--- src/rtl/double_trouble_pkg.sv ---
// Shared constants and helper for the double_trouble threshold voter.
package double_trouble_pkg;

  localparam int NUM_IN            = 4;
  localparam int DEFAULT_THRESHOLD = 2;
  localparam int CNT_W_DEFAULT     = 8;

  // Zero-extend each bit before summing so the carry into bit 2 is kept.
  function automatic logic [2:0] popcnt4(input logic [NUM_IN-1:0] v);
    popcnt4 = {2'b00, v[0]} + {2'b00, v[1]} + {2'b00, v[2]} + {2'b00, v[3]};
  endfunction

endpackage

--- src/rtl/popcount4.sv ---
// Combinational population count of a 4-bit vote vector.
module popcount4
  import double_trouble_pkg::*;
(
  input  logic [NUM_IN-1:0] vec,
  output logic [2:0]        cnt
);

  always_comb begin
    cnt = popcnt4(vec);
  end

endmodule

--- src/rtl/double_trouble_core.sv ---
// 4-input threshold voter with registered copy and saturating hit counter.
// Optional sticky hit flag when DOUBLE_TROUBLE_STICKY_EN is defined.
module double_trouble_core
  import double_trouble_pkg::*;
#(
  parameter int THRESHOLD = DEFAULT_THRESHOLD,
  parameter int CNT_W     = CNT_W_DEFAULT
) (
  input  logic             clk,
  input  logic             rst,
  input  logic             a,
  input  logic             b,
  input  logic             c,
  input  logic             d,
  output logic             out,
  output logic [2:0]       count,
  output logic             out_q,
  output logic [CNT_W-1:0] hits
`ifdef DOUBLE_TROUBLE_STICKY_EN
  ,
  output logic             sticky
`endif
);

  if (THRESHOLD < 1 || THRESHOLD > NUM_IN) begin : g_bad_threshold
    $error("double_trouble_core: THRESHOLD must be in 1..4");
  end

  localparam logic [2:0]       ThrW    = 3'(THRESHOLD);
  localparam logic [CNT_W-1:0] HitsMax = '1;
  localparam logic [CNT_W-1:0] HitsOne = CNT_W'(1);

  logic [NUM_IN-1:0] vec;
  logic              out_d;
  logic              out_q_q;
  logic [CNT_W-1:0]  hits_d, hits_q;

  assign vec = {d, c, b, a};

  popcount4 u_popcount4 (
    .vec (vec),
    .cnt (count)
  );

  assign out = (count >= ThrW);

  always_comb begin
    out_d  = out;
    hits_d = hits_q;
    if (out && (hits_q != HitsMax)) begin
      hits_d = hits_q + HitsOne;
    end
  end

  always_ff @(posedge clk) begin
    if (rst) begin
      out_q_q <= 1'b0;
      hits_q  <= '0;
    end else begin
      out_q_q <= out_d;
      hits_q  <= hits_d;
    end
  end

  assign out_q = out_q_q;
  assign hits  = hits_q;

`ifdef DOUBLE_TROUBLE_STICKY_EN
  logic sticky_d, sticky_q;

  always_comb begin
    sticky_d = sticky_q | out;
  end

  always_ff @(posedge clk) begin
    if (rst) begin
      sticky_q <= 1'b0;
    end else begin
      sticky_q <= sticky_d;
    end
  end

  assign sticky = sticky_q;
`endif

endmodule

--- config.mk ---
export PLATFORM = sky130hd
export DESIGN_NAME = double_trouble_core
export DESIGN_NICKNAME = d
export VERILOG_FILES = /design/src/rtl/double_trouble_pkg.sv /design/src/rtl/popcount4.sv /design/src/rtl/double_trouble_core.sv
export SDC_FILE = /design/constraint.sdc
export NUM_CORES = 1
export LEC_CHECK = 0
export CORE_AREA = 2 2 39 41
export DETAILED_ROUTE_END_ITERATION = 10
export DIE_AREA = 0 0 41 43
export GPL_ROUTABILITY_DRIVEN = 0
export HOLD_SLACK_MARGIN = 0.03
export PLACE_DENSITY_LB_ADDON = 0.12
export SLEW_MARGIN = 5
export SYNTH_ARGS = -nofsm -noshare
export SYNTH_HDL_FRONTEND = slang
export SYNTH_SLANG_ARGS = --single-unit
export TNS_END_PERCENT = 30
--- constraint.sdc ---
create_clock -name clk -period 6.9 [get_ports clk]
set_input_delay 1.725 -clock clk [delete_from_list [all_inputs] [get_ports clk]]
set_output_delay 1.725 -clock clk [all_outputs]
set_load 0.01 [all_outputs]
==> flow_summary_export.csv <==
group,metric,value,unit
timing,max_freq,0.183,GHz
timing,min_period,5.46,ns
clock_network,cts_tree,"built",
synthesis,syn_area_per_cell,9.20,um2
synthesis,synth_xor_area_share,0,%
routing,postRouteAntennaNets,0,
clock_network,holdBufCountCts,0,
synthesis,synth_top_family_by_area,"simple AND/OR/NAND/NOR gates",
synthesis,syn_inst,60,
global_routing,antenna_found_initial,0,
timing,fin_ws,1.44,ns
clock_network,cts_buffers,3,
timing,clock_skew,0.00103,ns
finish,final_nets,92,
global_routing,grt_pass1_vias,421,
timing,finalCritPeriodShare,79.2,%
synthesis,synth_top_area_cell,"dfxtp_1",
clock_network,ctsResizeCount,0,
setup_path,cp.depth,7,
finish,drive_above_1_share,10.0,%
worst_hold_path,min_path_cells,2,
routing,routedWlPerCell,11.6,um
setup_path,worstPathCellList,"clkdlybuf4s50_1 -> ha_1 -> inv_1 -> fa_1 -> ha_1 -> inv_1 -> clkdlybuf4s50_1",
die,num_rows,14,
setup_path,ff2ff_path_depth,4,
place,place_hpwl,802,um
timing,rsz0062_at_grt,"no",
synthesis,synth_cell_types,28,
global_routing,grt_first_pass_wirelength,1850,um
global_routing,gr-total-overflow,0,
worst_hold_path,whs_endpoint,"hits[1]",
finish,antennaDiodeCount,0,
die,die_h,43,um
pwr,p_leak,0.308,nW
synthesis,seq_area_frac_synth,32.7,%
pwr,seqPwrFrac,44.4,%
timing,hold_slack,0.521,ns
setup_path,cpPeakStageDelay,0.53,ns
synthesis,synthSimpleGateAreaFrac,20.9,%
routing,drc_errors,0,
place,port_buffers,18,
clock_network,post-cts-setup-buffers,0,
clock_network,clk_pin_slew,0.06,ns
timing,tightest_slew,0.329,ns
pwr,sw_frac_of_total,26.6,%
setup_path,critPathSlowestCell,"clkdlybuf4s50_1",
global_routing,grt_max_degree,10,
clock_network,insertion_delay,0.27,ns
job,maxCapViolations,0,
setup_path,rrSetupSlack,5.44,ns
pwr,intPower,0.0951,mW
synthesis,synthAdderAreaFrac,12.7,%
setup_path,cp.required,5.18,ns
pwr,power,0.129,mW
timing,relSlewSlack,78.0,%
synthesis,synth_area,552,um2
routing,detailedRoute.firstPassIterationCount,4,
die,die_w,41,um
pwr,worst_ir_drop_vdd,0.0921,mV
worst_hold_path,hold_class,"register to register",
setup_path,crit_path_max_fanout,7,
synthesis,syn_nets,71,
pwr,p_sw,0.0344,mW
worst_hold_path,hold_start,"hits[1]",
synthesis,yosysWarnings,0,
die,start_util,39.9,%
timing,finalSetupViolCount,0,
clock_network,cts.sinks,9,
place,dp_slack,1.43,ns
setup_path,arrival,3.74,ns
die,num_io_pins,19,
synthesis,synth_compound_area_share,19.7,%
run_status,status,"finished, final reports clean",
setup_path,rr_endpoint,"hits[0]",
pwr,cellPowerDensity,171,nW/um2
die,die-area,1760,um2
timing,slew_violations,0,
synthesis,yosys_register_bits,9,
timing,hold_viol,0,
pwr,clock_power_share,31.9,%
timing,fin_setup_tns,0,ns
pwr,power_frac_comb,23.7,%
routing,drt-initial-drc-count,12,
die,core,1380,um2
clock_network,cts-root-buf,"clkbuf_4",
setup_path,r2r-start,"hits[0]",
clock_network,htreeDepth,1,
finish,area_growth,37.0,%
setup_path,start_kind,"input pin",
synthesis,yosys-top-cells-area,"dfxtp_1, ha_1, inv_1",
routing,num_vias,481,
setup_path,end_kind,"output port",
synthesis,synth_top_area_share,32.7,%
clock_network,clock_path_buffers,2,
global_routing,grt_use_total,16.1,%
synthesis,yosys-mux-area-fraction,4.54,%
routing,wl,1110,um
routing,vias_per_cell,5.01,
setup_path,critPathBufInv,4,
setup_path,path_class,"input pin to output port",
setup_path,critPathTopFamily,"buffers and inverters",
==> how the worst max path moves through the flow <==
stage	from	end	slack (ns)
after floorplan	a	out	2.40
final	a	out	1.44
after CTS	a	out	1.42
after global placement	a	out	1.44
after global routing	a	out	1.33
after detailed placement	b	out	1.43
==> cells in the final DEF, fill, tap and decap left out <==
cell / synthesis / layout
a211oi_1: 2 / 2
and2b_2: 1 / 1
and3_2: 1 / 1
or3_2: 1 / 1
clkbuf_1: 0 / 1
a31oi_1: 1 / 1
inv_1: 8 / 8
mux2_4: 1 / 1
dfxtp_1: 9 / 9
nand2b_1: 1 / 1
nand3_1: 1 / 1
o311a_1: 1 / 1
o21bai_1: 2 / 2
a21oi_1: 5 / 5
fa_1: 1 / 1
a21oi_4: 1 / 1
mux2i_1: 1 / 1
and4_1: 1 / 1
ha_1: 4 / 4
a21boi_0: 1 / 1
o21ai_0: 1 / 1
clkdlybuf4s50_1: 0 / 18
clkbuf_4: 0 / 3
a311oi_1: 1 / 1
nor3_1: 2 / 2
nor2_1: 2 / 2
and4b_1: 1 / 1
nand2_1: 5 / 5
nand4b_1: 2 / 2
nand3b_1: 1 / 1
==> worst reg2reg max path, cell delays in order, from the launching register on <==
cell	delay, ns
dfxtp_1	0.35
ha_1	0.26
and3_2	0.26
a21oi_4	0.18
mux2_4	0.31
==> Yosys cell counts <==
cell type and instances:
dfxtp_1 9, a311oi_1 1, a211oi_1 2, buf_6 2, nor2_1 2, nand4b_1 2
o21bai_1 2, fa_1 1, o311a_1 1, mux2_4 1, a21boi_0 1, and2b_2 1
and3_2 1, a21oi_1 5, and4_1 1, nor3_1 2, nand3b_1 1, a31oi_1 1
or3_2 1, nand3_1 1, ha_1 4, nand2_1 5, nand2b_1 1, inv_1 8
o21ai_0 1, a21oi_4 1, mux2i_1 1, and4b_1 1
==> power groups by stage <==
stage                     logic (mW)  registers (mW)  clock network [mW]
final                         0.0307          0.0574              0.0413
after global routing          0.0339          0.0580              0.0448
after CTS                     0.0311          0.0574              0.0423
after detailed placement      0.0308          0.0585                   0
after global placement        0.0309          0.0585                   0
after floorplan               0.0152          0.0593                   0
==> area by class of cell <==
type	instances	area, um2
fill	136	628
multi-input combinational	41	319
sequential	9	180
timing repair buffer	18	180
inverter	8	30.0
clock buffer	4	26.3
tap	16	20.0
==> sequential cells by signal (all words and copies together), names as in the netlist <==
register / flops
hits: 8
out_q: 1
==> through the flow <==
step                std cells  util (%)  area, um2
floorplan                  60         -        552
global placement           92      52.7        729
global route               96      54.6        756
finish                     96      54.6        756
CTS                        96      54.6        756
detailed placement         92      52.7        729
==> routing by layer <==
layer,global-route usage (%),vias to the layer above,part of all wire (%)
met5,0,-,0
met2,19.7,14,41
li1,-,253,-
met1,21.8,210,49
met3,6.28,4,6.9
met4,12.0,0,3.6
==> cell families (layout without fill, tap and decap cells) <==
family	Yosys count	after routing
adder cells (fa/ha/maj)	5	5
AND/OR/NAND/NOR	19	19
multiplexers	2	2
AO/OA/AOI/OAI	15	15
flip-flops	9	9
buffers and inverters	10	30
Note: power is estimated with default switching activity, not from simulation.
==> patch: new RTL, config.mk and constraints unchanged <==
Build with the macro `DOUBLE_TROUBLE_STICKY_EN` defined.
--- a/src/rtl/double_trouble_core.sv
+++ b/src/rtl/double_trouble_core.sv
@@ -1,5 +1,7 @@
 // 4-input threshold voter with registered copy and saturating hit counter.
 // Optional sticky hit flag when DOUBLE_TROUBLE_STICKY_EN is defined.
+`define DOUBLE_TROUBLE_STICKY_EN
+
 module double_trouble_core
   import double_trouble_pkg::*;
 #(
Behaviour (old outputs only; new: sticky): unchanged (equiv_simple and equiv_induct, registers matched by name and starting in step).
==> patch against the unedited design <==
  * Synthesized cell count down 1.7%
  * Power up 5.3%
  * First-iteration DRC count down 58%
  * Cell area up 7.9%
  * Sequential share of layout area up 0.70 points
  * Largest cell class unchanged
  * Setup slack better by 0.011 ns
  * Routed wire length up 4.5%
  * Sequential cell count up 1
  * Area after synthesis up 7.7%
==> patch: results (changes against the unedited design) <==
[drt]
vias = 494  ; was 481
drc_errors = 0  ; unchanged
drt_iter0_markers = 5  ; was 12
routed_wirelength_microns = 1160  ; was 1110 microns
first_pass_iters = 4  ; unchanged

[clocking]
clkSlewWorstSetupHoldPaths_ns = 0.06  ; about the same
clockRootBuffer = clkbuf_4  ; unchanged
ctsResizeCount = 0  ; unchanged
cts_buffers = 3  ; unchanged
clock_latency_ns = 0.26
cts_max_path_buffers = 2  ; unchanged
cts_setup_buffers = 0  ; unchanged
cts_htree_levels = 1  ; unchanged

[sta]
finalClockSkew_ns = 0.000851  ; was 0.00103 ns
tightest_slew_ns = 0.464  ; was 0.329 ns

[pwr]
power.share.switching_pct = 26.3  ; was 26.6%
leakage_nw = 0.353  ; was 0.308 nW
ir_drop_mv = 0.0850  ; was 0.0921 mV

[cells_and_area]
final_cells = 96  ; unchanged
n_fill_cell = 128  ; was 136
diodes = 0  ; unchanged
largest_register_ffs = 8  ; unchanged
drive_gt1_share_pct = 16.3  ; was 10.0%

[place]
portBuffers = 19  ; was 18
dp_cells = 93  ; was 92
dpl.hpwl_microns = 901  ; was 802 microns

[global_routing]
grt_pass1_vias = 471  ; was 421
grt_max_degree = 14  ; was 10
grt_pass1_wl_microns = 1900  ; was 1850 microns
grt_antenna_before_repair = 0  ; unchanged
track_usage_pct = 16.5  ; was 16.1%

[logic_synthesis]
synthTopCellsByArea = dfxtp_1 34%, ha_1 8.4%, inv_1 5.7%, mux2_4 5.1%, nand4b_4 4.0%  ; was dfxtp_1 33%, ha_1 9.1%, inv_1 5.4%, a21oi_1 4.5%, buf_6 4.1%
postSynthCellCount = 59  ; was 60
yosys-top-cells-count = 10 x dfxtp_1, 9 x inv_1, 4 x ha_1, 4 x nor2_1  ; was 9 x dfxtp_1, 8 x inv_1, 5 x a21oi_1, 5 x nand2_1, 4 x ha_1
synth_cell_type_count = 29  ; was 28
ys_warn_count = 0  ; unchanged
mappedNetlistNets = 70  ; was 71
async_flop_share_pct = 0  ; unchanged
ys_seq_area_share_pct = 33.7  ; was 32.7%

[outcome]
outcome = complete, no violations  ; unchanged

[critical_path]
crit_fanout = 7  ; unchanged
cp.arrival_ns = 3.73  ; was 3.74 ns

[worst_hold_path]
hold_class = flop to flop  ; unchanged

## patch: cell count changes in the layout (fill, tap and decap cells not counted), moves of 2 or more
cell	unedited run	this run
nand2_1	5	1
a21oi_1	5	3
o21bai_1	2	0
nand4b_1	2	0
nor2_1	2	4
## patch: per-layer routing
metal,global-route usage [%],vias up,part of all wire (%)
met1,18.1,224,43
met5,0,-,0
met2,24.7,16,48
li1,-,250,-
met4,8.00,0,2.2
met3,8.90,4,7.0
## patch: kinds of logic (layout without fill, tap and decap cells)
logic type               after synthesis  after routing  share of synthesized area (%)
AND/OR/NAND/NOR                       21             21                           27.6
AO/OA/AOI/OAI                         10             10                           12.6
flip-flops                            10             10                           33.7
buffers and inverters                 10             31                           7.58
adder cells (fa/ha/maj)                5              5                           11.8
multiplexers                           3              3                           6.74
## patch: area by class of cell
| class | count | area share (%) |
|---|---|---|
| Multi-Input combinational cell | 39 | 42.8 |
| Sequential cell | 10 | 24.5 |
| Timing Repair Buffer | 19 | 23.3 |
| Inverter | 9 | 4.14 |
| Clock buffer | 3 | 2.76 |
| Tap cell | 16 | 2.45 |
## patch: through the flow
stage	instance area [sq um]	worst slack, ns
floorplan	594	2.41
global placement	793	1.45
detailed placement	793	1.44
CTS	816	1.43
global route	816	1.35
finish	816	1.45
## patch: final timing paths
check        cells after the start  slack (ns)  endpoint     from
max                              7        1.45       out        a
min                              2        0.45    sticky   sticky
max reg2reg                      4        5.41   hits[5]  hits[0]
min reg2reg                      2        0.45    sticky   sticky
## patch: worst max-delay path, cell delays in order
cell and delay (ns):
clkdlybuf4s50_1 0.40, ha_1 0.27, inv_1 0.04, fa_1 0.38, ha_1 0.28, inv_1 0.10, clkdlybuf4s50_1 0.53
## patch: power by group through the flow
stage / clock [mW] / sequential [mW] / combinational (mW)
after global placement: 0 / 0.0659 / 0.0326
after detailed placement: 0 / 0.0659 / 0.0332
after floorplan: 0 / 0.0670 / 0.0154
final: 0.0389 / 0.0646 / 0.0328
after CTS: 0.0409 / 0.0646 / 0.0335
after global routing: 0.0428 / 0.0650 / 0.0364
